--- src/rtl/sega_joy_pkg.sv ---
// Shared constants and types for the Sega controller reader: poll phases, pin and button
// bit positions, and the per-phase capture action handed to each port decoder.
package sega_joy_pkg;

  localparam int unsigned PH_SEL0  = 0;
  localparam int unsigned PH_SEL1  = 1;
  localparam int unsigned PH_DIR   = 2;
  localparam int unsigned PH_START = 3;
  localparam int unsigned PH_SEL4  = 4;
  localparam int unsigned PH_DET   = 5;
  localparam int unsigned PH_SIX   = 6;

  // Raw pin layout {p9,p6,right,left,down,up}
  localparam int unsigned PIN_U  = 0;
  localparam int unsigned PIN_D  = 1;
  localparam int unsigned PIN_L  = 2;
  localparam int unsigned PIN_R  = 3;
  localparam int unsigned PIN_P6 = 4;
  localparam int unsigned PIN_P9 = 5;

  // Button word layout {M,X,Y,Z,S,A,C,B,R,L,D,U}
  localparam int unsigned BIT_U = 0;
  localparam int unsigned BIT_D = 1;
  localparam int unsigned BIT_L = 2;
  localparam int unsigned BIT_R = 3;
  localparam int unsigned BIT_B = 4;
  localparam int unsigned BIT_C = 5;
  localparam int unsigned BIT_A = 6;
  localparam int unsigned BIT_S = 7;
  localparam int unsigned BIT_Z = 8;
  localparam int unsigned BIT_Y = 9;
  localparam int unsigned BIT_X = 10;
  localparam int unsigned BIT_M = 11;

  localparam logic [11:0] JOY_RELEASED = 12'hFFF;

  typedef enum logic [2:0] {
    ActNone,
    ActDir,
    ActStart,
    ActDetect,
    ActSix
  } act_e;

  function automatic logic dirs_low(logic [5:0] pins);
    return pins[PIN_R:PIN_U] == 4'b0000;
  endfunction

endpackage

--- src/rtl/sega_joy_reader_if.sv ---
// One controller port as seen by the reader: synchronised pins in, decoded buttons out.
interface sega_joy_reader_if;
  logic [5:0]  pins;
  logic [11:0] joy;
  logic        six;

  modport master (input pins, output joy, output six);
  modport slave  (output pins, input joy, input six);
endinterface

--- src/rtl/joy_sync.sv ---
// Two-flop synchroniser for the asynchronous controller pins; idles high like released pins.
module joy_sync #(
  parameter int unsigned Width = 12
) (
  input  logic             clk,
  input  logic             rst_n,
  input  logic [Width-1:0] d,
  output logic [Width-1:0] q
);
  logic [Width-1:0] meta_q, sync_q;

  always_ff @(posedge clk or negedge rst_n) begin
    if (!rst_n) begin
      meta_q <= '1;
      sync_q <= '1;
    end else begin
      meta_q <= d;
      sync_q <= meta_q;
    end
  end

  assign q = sync_q;
endmodule

--- src/rtl/sega_joy_reader_port.sv ---
// Per-port decoder: folds the pin captures of each poll phase into the 12-bit button word.
module sega_joy_reader_port
  import sega_joy_pkg::*;
(
  input  logic                clk,
  input  logic                rst_n,
  input  act_e                act,
  sega_joy_reader_if.master   bus
);
  logic [11:0] joy_q, joy_d;
  logic        six_q, six_d;

  always_comb begin
    joy_d = joy_q;
    six_d = six_q;
    unique case (act)
      ActDir: begin
        joy_d[BIT_U] = bus.pins[PIN_U];
        joy_d[BIT_D] = bus.pins[PIN_D];
        joy_d[BIT_L] = bus.pins[PIN_L];
        joy_d[BIT_R] = bus.pins[PIN_R];
        joy_d[BIT_B] = bus.pins[PIN_P6];
        joy_d[BIT_C] = bus.pins[PIN_P9];
        six_d        = 1'b0;
      end
      ActStart: begin
        // A Mega Drive pad grounds left and right while select is low.
        if (!bus.pins[PIN_R] && !bus.pins[PIN_L]) begin
          joy_d[BIT_A] = bus.pins[PIN_P6];
          joy_d[BIT_S] = bus.pins[PIN_P9];
        end else begin
          joy_d[BIT_B] = bus.pins[PIN_P6];
          joy_d[BIT_C] = bus.pins[PIN_P9];
          joy_d[BIT_A] = 1'b1;
          joy_d[BIT_S] = 1'b1;
        end
      end
      ActDetect: begin
        if (dirs_low(bus.pins)) six_d = 1'b1;
      end
      ActSix: begin
        if (six_q) begin
          joy_d[BIT_Z] = bus.pins[PIN_U];
          joy_d[BIT_Y] = bus.pins[PIN_D];
          joy_d[BIT_X] = bus.pins[PIN_L];
          joy_d[BIT_M] = bus.pins[PIN_R];
        end
      end
      default: ;
    endcase
  end

  always_ff @(posedge clk or negedge rst_n) begin
    if (!rst_n) begin
      joy_q <= JOY_RELEASED;
      six_q <= 1'b0;
    end else begin
      joy_q <= joy_d;
      six_q <= six_d;
    end
  end

  assign bus.joy = joy_q;
  assign bus.six = six_q;
endmodule

--- src/rtl/sega_joy_reader.sv ---
// Polls two Sega controller ports once per 2^PHASE_W ticks by sequencing the shared select
// line, and decodes 3-button, 6-button and Master System pads on each port independently.
module sega_joy_reader
  import sega_joy_pkg::*;
#(
  parameter int unsigned PHASE_W = 8
) (
  input  logic        clk_sys,
  input  logic        res_n_i,
  input  logic        tick_i,
  input  logic [5:0]  joy1_pins_i,
  input  logic [5:0]  joy2_pins_i,
  output logic        joy_sel_o,
  output logic [11:0] joy1_o,
  output logic [11:0] joy2_o,
  output logic        six1_o,
  output logic        six2_o,
  output logic        frame_o
);
  logic [PHASE_W-1:0] phase_q, phase_d;
  logic               sel_q, sel_d;
  logic               frame_q, frame_d;
  logic [11:0]        pins;
  act_e               act;

  sega_joy_reader_if port1_if ();
  sega_joy_reader_if port2_if ();

  joy_sync #(
    .Width(12)
  ) u_sync (
    .clk  (clk_sys),
    .rst_n(res_n_i),
    .d    ({joy2_pins_i, joy1_pins_i}),
    .q    (pins)
  );

  assign port1_if.pins = pins[5:0];
  assign port2_if.pins = pins[11:6];

  always_comb begin
    phase_d = phase_q;
    sel_d   = sel_q;
    frame_d = 1'b0;
    act     = ActNone;
    if (tick_i) begin
      phase_d = phase_q + PHASE_W'(1);
      unique case (phase_q)
        PHASE_W'(PH_SEL0):  sel_d = 1'b0;
        PHASE_W'(PH_SEL1):  sel_d = 1'b1;
        PHASE_W'(PH_DIR):   begin act = ActDir;    sel_d = 1'b0; end
        PHASE_W'(PH_START): begin act = ActStart;  sel_d = 1'b1; end
        PHASE_W'(PH_SEL4):  sel_d = 1'b0;
        PHASE_W'(PH_DET):   begin act = ActDetect; sel_d = 1'b1; end
        PHASE_W'(PH_SIX):   begin act = ActSix;    sel_d = 1'b0; frame_d = 1'b1; end
        // Long select-high idle lets a 6-button pad's internal counter time out.
        default:            sel_d = 1'b1;
      endcase
    end
  end

  always_ff @(posedge clk_sys or negedge res_n_i) begin
    if (!res_n_i) begin
      phase_q <= '0;
      sel_q   <= 1'b1;
      frame_q <= 1'b0;
    end else begin
      phase_q <= phase_d;
      sel_q   <= sel_d;
      frame_q <= frame_d;
    end
  end

  sega_joy_reader_port u_port1 (
    .clk  (clk_sys),
    .rst_n(res_n_i),
    .act  (act),
    .bus  (port1_if)
  );

  sega_joy_reader_port u_port2 (
    .clk  (clk_sys),
    .rst_n(res_n_i),
    .act  (act),
    .bus  (port2_if)
  );

  assign joy_sel_o = sel_q;
  assign frame_o   = frame_q;
  assign joy1_o    = port1_if.joy;
  assign joy2_o    = port2_if.joy;
  assign six1_o    = port1_if.six;
  assign six2_o    = port2_if.six;
endmodule

--- config.mk ---
export PLATFORM = sky130hd
export DESIGN_NAME = sega_joy_reader
export DESIGN_NICKNAME = d
export VERILOG_FILES = /design/src/rtl/sega_joy_pkg.sv /design/src/rtl/sega_joy_reader_if.sv /design/src/rtl/joy_sync.sv /design/src/rtl/sega_joy_reader_port.sv /design/src/rtl/sega_joy_reader.sv
export SDC_FILE = /design/constraint.sdc
export NUM_CORES = 1
export LEC_CHECK = 0
export ABC_AREA = 1
export BUFFER_PORTS_ARGS = -buffer_cell sky130_fd_sc_hd__buf_2
export CAP_MARGIN = 20
export CORE_ASPECT_RATIO = 1.5
export CORE_MARGIN = 5
export CORE_UTILIZATION = 48
export CTS_CLUSTER_SIZE = 24
export DETAILED_ROUTE_END_ITERATION = 10
export PLACE_DENSITY = 0.7
export SKIP_LAST_GASP = 1
export SLEW_MARGIN = 15
export SYNTH_ARGS = -nofsm -noshare
export SYNTH_HDL_FRONTEND = slang
export SYNTH_SLANG_ARGS = --single-unit
--- constraint.sdc ---
create_clock -name clk_sys -period 1.4 [get_ports clk_sys]
set_input_delay 0.07 -clock clk_sys [delete_from_list [all_inputs] [get_ports clk_sys]]
set_output_delay 0.07 -clock clk_sys [all_outputs]
set_load 0.1 [all_outputs]
==> impl_metrics.ini, run 1 <==
[floorplan]
die_h_um = 96.1
die-area_sq_um = 6470
core_area_sq_um = 4810
die_w_um = 67.4
initial_utilization_pct = 49.3
io_pins = 43
rows = 31

[yosys]
syn_avg_cell_area_sq_um = 11.8
ys_async_sr_fraction_pct = 100
synth.ff_latch_count = 60
synthCells = 201
ys_top_cells_by_count = dfstp_2 (49), nand2_1 (43), inv_1 (18), dfrtp_1 (11), nor2_1 (11)
yosys_warnings = 0
synth_top_family_by_area = simple AND/OR/NAND/NOR gates
syn_area_sq_um = 2370
synth_edf_count = 0
synth_compound_area_share_pct = 7.97
synthSimpleGateAreaFrac_pct = 17.4
synth_top_area_share_pct = 54.3
synth_cell_types = 25
synth_xor_area_share_pct = 2.22
yosysSeqAreaShare_pct = 65.9
synthFlopType = dfstp_2
yosys-mux-area-fraction_pct = 0
synth_top_area_cell = dfstp_2
syn_nets = 220
synth_area_leaders = dfstp_2 (54%), dfrtp_1 (12%), nand2_1 (6.8%)
synth_most_common_cell = dfstp_2
synth_fa_ha_area_share_pct = 2.11

[sta]
fin_crit_sh_pct = 109
hold_ws_ns = 0.0723
fin_skew_ns = 0.00774
period_minus_slack_ns = 1.53
hold_viol_final = 0
setup_violations = 27
slew_viol_final = 0
rsz0062_at_grt = true
fmax_ghz = 0.653
tightest_slew_ns = 0.490
maxSlewHeadroom_pct = 67.6
setup_ws_ns = -0.132

[worst_setup_path]
required_ns = 1.65
path_buf_inv = 2
crit_family = flip-flops
regToRegSetupSlack_ns = -0.13
crit_path_frequent_cell = nand3_4
crit_slowest_cell = dfrtp_2
cp-end-kind = flip-flop
crit_fanout = 8
reg2reg_to = u_port1.bus.joy[1]
cp-start-kind = flip-flop
path_cells = inv_2, ha_4, nand3_4, a21oi_4, nand3_4, clkbuf_16, o21ai_2
cp_slowest_stage_delay_ns = 0.45
reg2reg_depth = 7
arrival_ns = 1.78
path_class = flip-flop to flip-flop
r2r-start = phase_q[1]

[grt]
met3_usage_pct = 4.79
grt_pass1_vias = 1699
grt_usage_pct = 16.3
grt_pass1_wl_mm = 7.70
grtUsageMet1_pct = 19.7
grtUsageMet2_pct = 25.8
antenna_found_initial = 0
overflow = 0
grt-busiest-layer = met2
grt_max_degree = 36

[final_layout]
area_growth_pct = 42.2
fin_nets = 315
diodes = 0
fillCellCount = 368
seqCellArea_sq_um = 1570
drive_above_1_share_pct = 62.5
multi_input_area_sq_um = 815

[hold_path]
hold_path_startpoint = tick_i
holdPathStages = 4
holdCritPathClass = primary input to flip-flop
min_to = joy_sel_o

[placed_design]
dp_hpwl_mm = 3.21
numPortBuffers = 42
gp_congestion = 0.776

[routing]
drc = 0
drtIter0Drc = 53
dr.pass1.iters = 4
routed_via_density = 4.59
ant_nets = 0
wl_per_cell_um = 12.8
wl_mm = 4.69
vias = 1685

[clock_network]
cts_tree = yes
root_buffer = clkbuf_8
cts_inserted_buffers = 9
cts_buffer_depth = 2
clk_latency_ns = 0.33
h-tree-depth = 3
clock-sinks = 60
cts.clk_slew.worst_paths_ns = 0.06

[pwr]
power.total_w = 0.00849
p_switching_w = 0.00415
p_leak_nw = 1.56
ir_drop_uv = 1840
switching_share_pct = 48.9
pwr-share-seq_pct = 32.0
clockPowerShare_pct = 17.2
power_density_nw_per_um2 = 2520
combPwrFrac_pct = 50.8
p_int_w = 0.00434

[run_status]
violations = setup timing
status = complete, but fails checks

[run]
cap_violations = 0
-- cells in the final DEF, fill, tap and decap left out, types with 4 or more instances in the layout --
cell type / Yosys / layout
nand4_1: 5 / 5
inv_2: 1 / 4
nand2_1: 43 / 37
buf_4: 0 / 27
clkbuf_8: 0 / 11
dfrtp_1: 11 / 7
nand2_2: 6 / 10
nand3_4: 2 / 4
inv_1: 18 / 15
dfrtp_2: 0 / 4
nor2_1: 11 / 8
o21ai_2: 6 / 13
nand3_1: 4 / 4
dlygate4sd3_1: 0 / 13
dfstp_2: 49 / 49
buf_2: 0 / 40
o21ai_1: 10 / 10
-- how the worst max path moves through the flow --
stage,startpoint,endpoint,slack (ns),cells past startpoint
after floorplan,phase_q[1],u_port1.bus.six,-0.01,8
after global placement,phase_q[1],u_port2.bus.joy[3],-0.1,8
after detailed placement,phase_q[1],u_port1.bus.joy[1],-0.13,8
after CTS,phase_q[1],u_port1.bus.joy[1],-0.12,8
after global routing,phase_q[1],u_port1.bus.joy[1],-0.22,8
final,phase_q[1],u_port1.bus.joy[1],-0.13,7
-- layout make-up --
cell class              count  area share [%]
clock buffers              14            5.46
clock inverters             2           0.445
inverters                  19            2.12
multi-input cells         119            24.2
flip-flops and latches     60            46.5
well taps                  66            2.45
repair buffers             87            18.9
-- state kept, by name, indices dropped and copies added, names as in the netlist --
| signal | cells |
|---|---|
| u_port1.bus.joy | 12 |
| u_port2.bus.joy | 12 |
| u_sync.meta_q | 12 |
| u_sync.q | 12 |
| phase_q | 8 |
| frame_o | 1 |
| joy_sel_o | 1 |
| u_port1.bus.six | 1 |
| u_port2.bus.six | 1 |
-- tightest hold or removal path, cell delays in order --
cell and delay [ns]:
buf_2 0.09, inv_1 0.10, nand2_1 0.08, o21ai_1 0.06
-- per-layer routing --
layer	share of wire, %	vias to the layer above
li1	-	836
met1	41	805
met2	52	37
met3	5.0	7
met4	1.9	0
met5	0	-
-- cells by family after synthesis --
logic type / after synthesis
AND/OR/NAND/NOR: 81
AO/OA/AOI/OAI: 28
XOR/XNOR: 6
buffers and inverters: 22
flip-flops: 60
adder cells (fa/ha/maj): 4
-- power groups by stage --
stage	clock (W)	sequential [W]	combinational, W
3_3_place_gp	0	0.00269	0.00394
6_report	0.00146	0.00272	0.00431
3_5_place_dp	0	0.00270	0.00399
4_1_cts	0.00151	0.00268	0.00412
5_1_grt	0.00161	0.00278	0.00456
2_1_floorplan	0	0.00496	0.000948
-- stage by stage --
step,setup TNS (ns),instances,cell area [sq um],utilization [%],setup WS [ns]
finish,-2.21,367,3370,70.1,-0.132
global route,-4.41,367,3370,70.1,-0.215
CTS,-2.30,361,3220,66.9,-0.118
detailed placement,-2.67,327,2840,59.1,-0.135
global placement,-1.68,327,2840,59.1,-0.0957
floorplan,-0.0415,201,2410,-,-0.0142
-- what timing repair did --
| item | in CTS | in global routing |
|---|---|---|
| endpoints found under the setup margin | 28 | 32 |
| pin swaps | 11 | 9 |
| hold buffers | 13 | 0 |
| gates cloned | 0 | 1 |
| hold endpoints to repair | 27 | 0 |
| resized for setup | 8 | 27 |
| buffers inserted | 5 | 5 |
Power figures use the tool's default switching activity.
==> run 2, diff against run 1 <==
--- a/config.mk
+++ b/config.mk
@@ -6,14 +6,14 @@
 export NUM_CORES = 1
 export LEC_CHECK = 0
 export ABC_AREA = 1
-export BUFFER_PORTS_ARGS = -buffer_cell sky130_fd_sc_hd__buf_2
-export CAP_MARGIN = 20
 export CORE_ASPECT_RATIO = 1.5
 export CORE_MARGIN = 5
 export CORE_UTILIZATION = 48
+export CTS_CLUSTER_DIAMETER = 40
 export CTS_CLUSTER_SIZE = 24
 export DETAILED_ROUTE_END_ITERATION = 10
-export PLACE_DENSITY = 0.7
+export DONT_BUFFER_PORTS = 1
+export PLACE_DENSITY = 0.62
 export SKIP_LAST_GASP = 1
 export SLEW_MARGIN = 15
 export SYNTH_ARGS = -nofsm -noshare
==> run 2 against run 1 <==
Compared with the run above:
- the run ends with hold timing, setup timing left
- flip-flop and latch count unchanged
- maximum frequency shrank 1.6%
- via count down 0.12%
- combinational power grew 6.3%
- final cell count down 4.4%
- first-iteration DRC count increased by 36%
- worst hold slack worse by 0.64 ns
- worst setup slack got worse by 0.024 ns
- die area unchanged
- count of clock-buffer cells in the layout down 3
- sequential share of layout area decreased by 0.44 points
==> impl_metrics.ini, run 2 (synthesis gave the netlist of run 1 again) <==
[clock_network]
h-tree-depth = 3
cts_buffer_depth = 2
clk_latency_ns = 0.33
cts_inserted_buffers = 9
root_buffer = clkbuf_8
clock-sinks = 60
hold_buffers = 14
cts_tree = yes
cts.clk_slew.worst_paths_ns = 0.06

[grt]
overflow = 0
antenna_found_initial = 0
grt_pass1_wl_mm = 7.76
grt_usage_pct = 16.3
grt_max_degree = 61
grt_pass1_vias = 1799

[worst_setup_path]
path_class = flip-flop to flip-flop
cp-end-kind = flip-flop
path_cells = inv_2, ha_4, nand3_4, a21oi_4, buf_4, nand2_2, nand2_4, nand2_2, o21ai_2
crit_path_frequent_cell = nand2_2
reg2reg_to = u_port1.bus.joy[7]
cp_slowest_stage_delay_ns = 0.44
r2r-start = phase_q[1]
crit_slowest_cell = dfrtp_2
arrival_ns = 1.81
regToRegSetupSlack_ns = -0.16
cp-start-kind = flip-flop
reg2reg_depth = 9
required_ns = 1.66
crit_fanout = 8

[floorplan]
die_h_um = 96.1
io_pins = 43
die-area_sq_um = 6470
rows = 31
initial_utilization_pct = 49.3
die_w_um = 67.4
core_area_sq_um = 4810

[routing]
wl_mm = 4.99
wl_per_cell_um = 14.2
routed_via_density = 4.79
wl_met1_mm = 1.79
top_layer = met4
routed-wl-met3_um = 235
dr.pass1.iters = 4
vias = 1683
drtIter0Drc = 72
wl_met2_mm = 2.89
drc = 0
ant_nets = 0

[sta]
maxSlewHeadroom_pct = 79.1
setup_ws_ns = -0.156
tightest_slew_ns = 0.313
hold_viol_final = 61
fin_crit_sh_pct = 111
slew_viol_final = 0
hold_ws_ns = -0.564
period_minus_slack_ns = 1.56
fmax_ghz = 0.643
rsz0062_at_grt = true
setup_violations = 26
fin_skew_ns = 0.00775

[placed_design]
place_ws_ns = -0.155
place_area_sq_um = 2820
gp_congestion = 0.844
numPortBuffers = 0
dp_hpwl_mm = 3.24

[final_layout]
drive_above_1_share_pct = 64.9
area_growth_pct = 43.5
multi_input_area_sq_um = 868
fin_nets = 300
final_area_sq_um = 3400
diodes = 0
final_cell_mix = buf_4 (50), dfstp_2 (49), nand2_1 (24), nand2_2 (21), o21ai_2 (15)
fillCellCount = 371
final_common_cell = buf_4
seqCellArea_sq_um = 1570

[run_status]
status = complete, but fails checks
violations = hold timing, setup timing

[pwr]
p_switching_w = 0.00423
power_density_nw_per_um2 = 2570
p_int_w = 0.00452
p_leak_nw = 1.51
pwr-share-seq_pct = 31.3
combPwrFrac_pct = 52.3
ir_drop_uv = 1700
switching_share_pct = 48.3
clockPowerShare_pct = 16.4

[hold_path]
holdCritPathClass = primary input to asynchronous set/reset pin

[run]
cap_violations = 0
-- run 2: cell count changes in the layout (fill, tap and decap cells not counted), sizes merged --
| cell | previous run | this run |
|---|---|---|
| buf | 71 | 58 |
| clkbuf | 17 | 11 |
| clkinv | 0 | 2 |
| bufinv | 0 | 1 |
| clkinvlp | 2 | 1 |
| dlygate4sd3 | 13 | 14 |
-- run 2: worst max-delay path, delay by kind of cell (launching register included) --
family	cells	cell delay, ns
AOI/OAI and AO/OA	2	0.28
adders and majority gates	1	0.14
buffers and inverters	2	0.24
DFF	1	0.44
and+or+nand+nor	4	0.38
-- run 2: worst max path at each step --
stage                     startpoint             endpoint  slack [ns]  depth (start not counted)
after global placement    phase_q[0]  u_port1.bus.joy[10]       -0.08                          6
after CTS                 phase_q[0]   u_port2.bus.joy[9]       -0.14                          7
after detailed placement  phase_q[1]   u_port1.bus.joy[2]       -0.15                          8
after floorplan           phase_q[1]      u_port1.bus.six       -0.01                          8
after global routing      phase_q[1]   u_port1.bus.joy[4]       -0.26                          9
final                     phase_q[1]   u_port1.bus.joy[7]       -0.16                          9
-- run 2: cell type report --
cell class,count,share of cell area (%)
Sequential cell,60,46.1
Multi-Input combinational cell,119,25.5
Timing Repair Buffer,72,18.5
Clock inverter,4,1.51
Inverter,19,2.10
Tap cell,66,2.43
Clock buffer,11,3.86
-- run 2: routing by layer --
layer | track usage, % | vias to the layer above
met2 | 28.5 | 35
met5 | 0 | -
met4 | 7.78 | 0
met1 | 17.2 | 835
li1 | - | 807
met3 | 5.26 | 6
-- run 2: repair_timing --
item / 4_1_cts / 5_1_grt
hold endpoints to repair: 80 / 63
resized for setup: 27 / 28
buffers inserted: 4 / 10
setup endpoints to repair: 27 / 32
pin swaps: 7 / 12
-- run 2: power groups by stage --
| stage | clock network [W] | registers, W | logic [W] |
|---|---|---|---|
| final | 0.00143 | 0.00274 | 0.00458 |
| after global routing | 0.00156 | 0.00280 | 0.00479 |
| after CTS | 0.00146 | 0.00272 | 0.00429 |
| after detailed placement | 0 | 0.00271 | 0.00411 |
| after global placement | 0 | 0.00269 | 0.00404 |
| after floorplan | 0 | 0.00496 | 0.000948 |
-- run 2: through the flow --
| stage | setup TNS (ns) | std cells | utilization, % | hold slack (ns) | power [W] |
|---|---|---|---|---|---|
| after global routing | -5.80 | 351 | 70.8 | -0.593 | 0.00915 |
| final | -3.12 | 351 | 70.8 | -0.564 | 0.00875 |
| after floorplan | -0.0415 | 201 | - | -0.226 | 0.00591 |
| after detailed placement | -3.03 | 311 | 58.6 | -0.223 | 0.00682 |
| after CTS | -2.64 | 344 | 67.2 | -0.581 | 0.00847 |
| after global placement | -1.27 | 311 | 58.6 | -0.223 | 0.00673 |
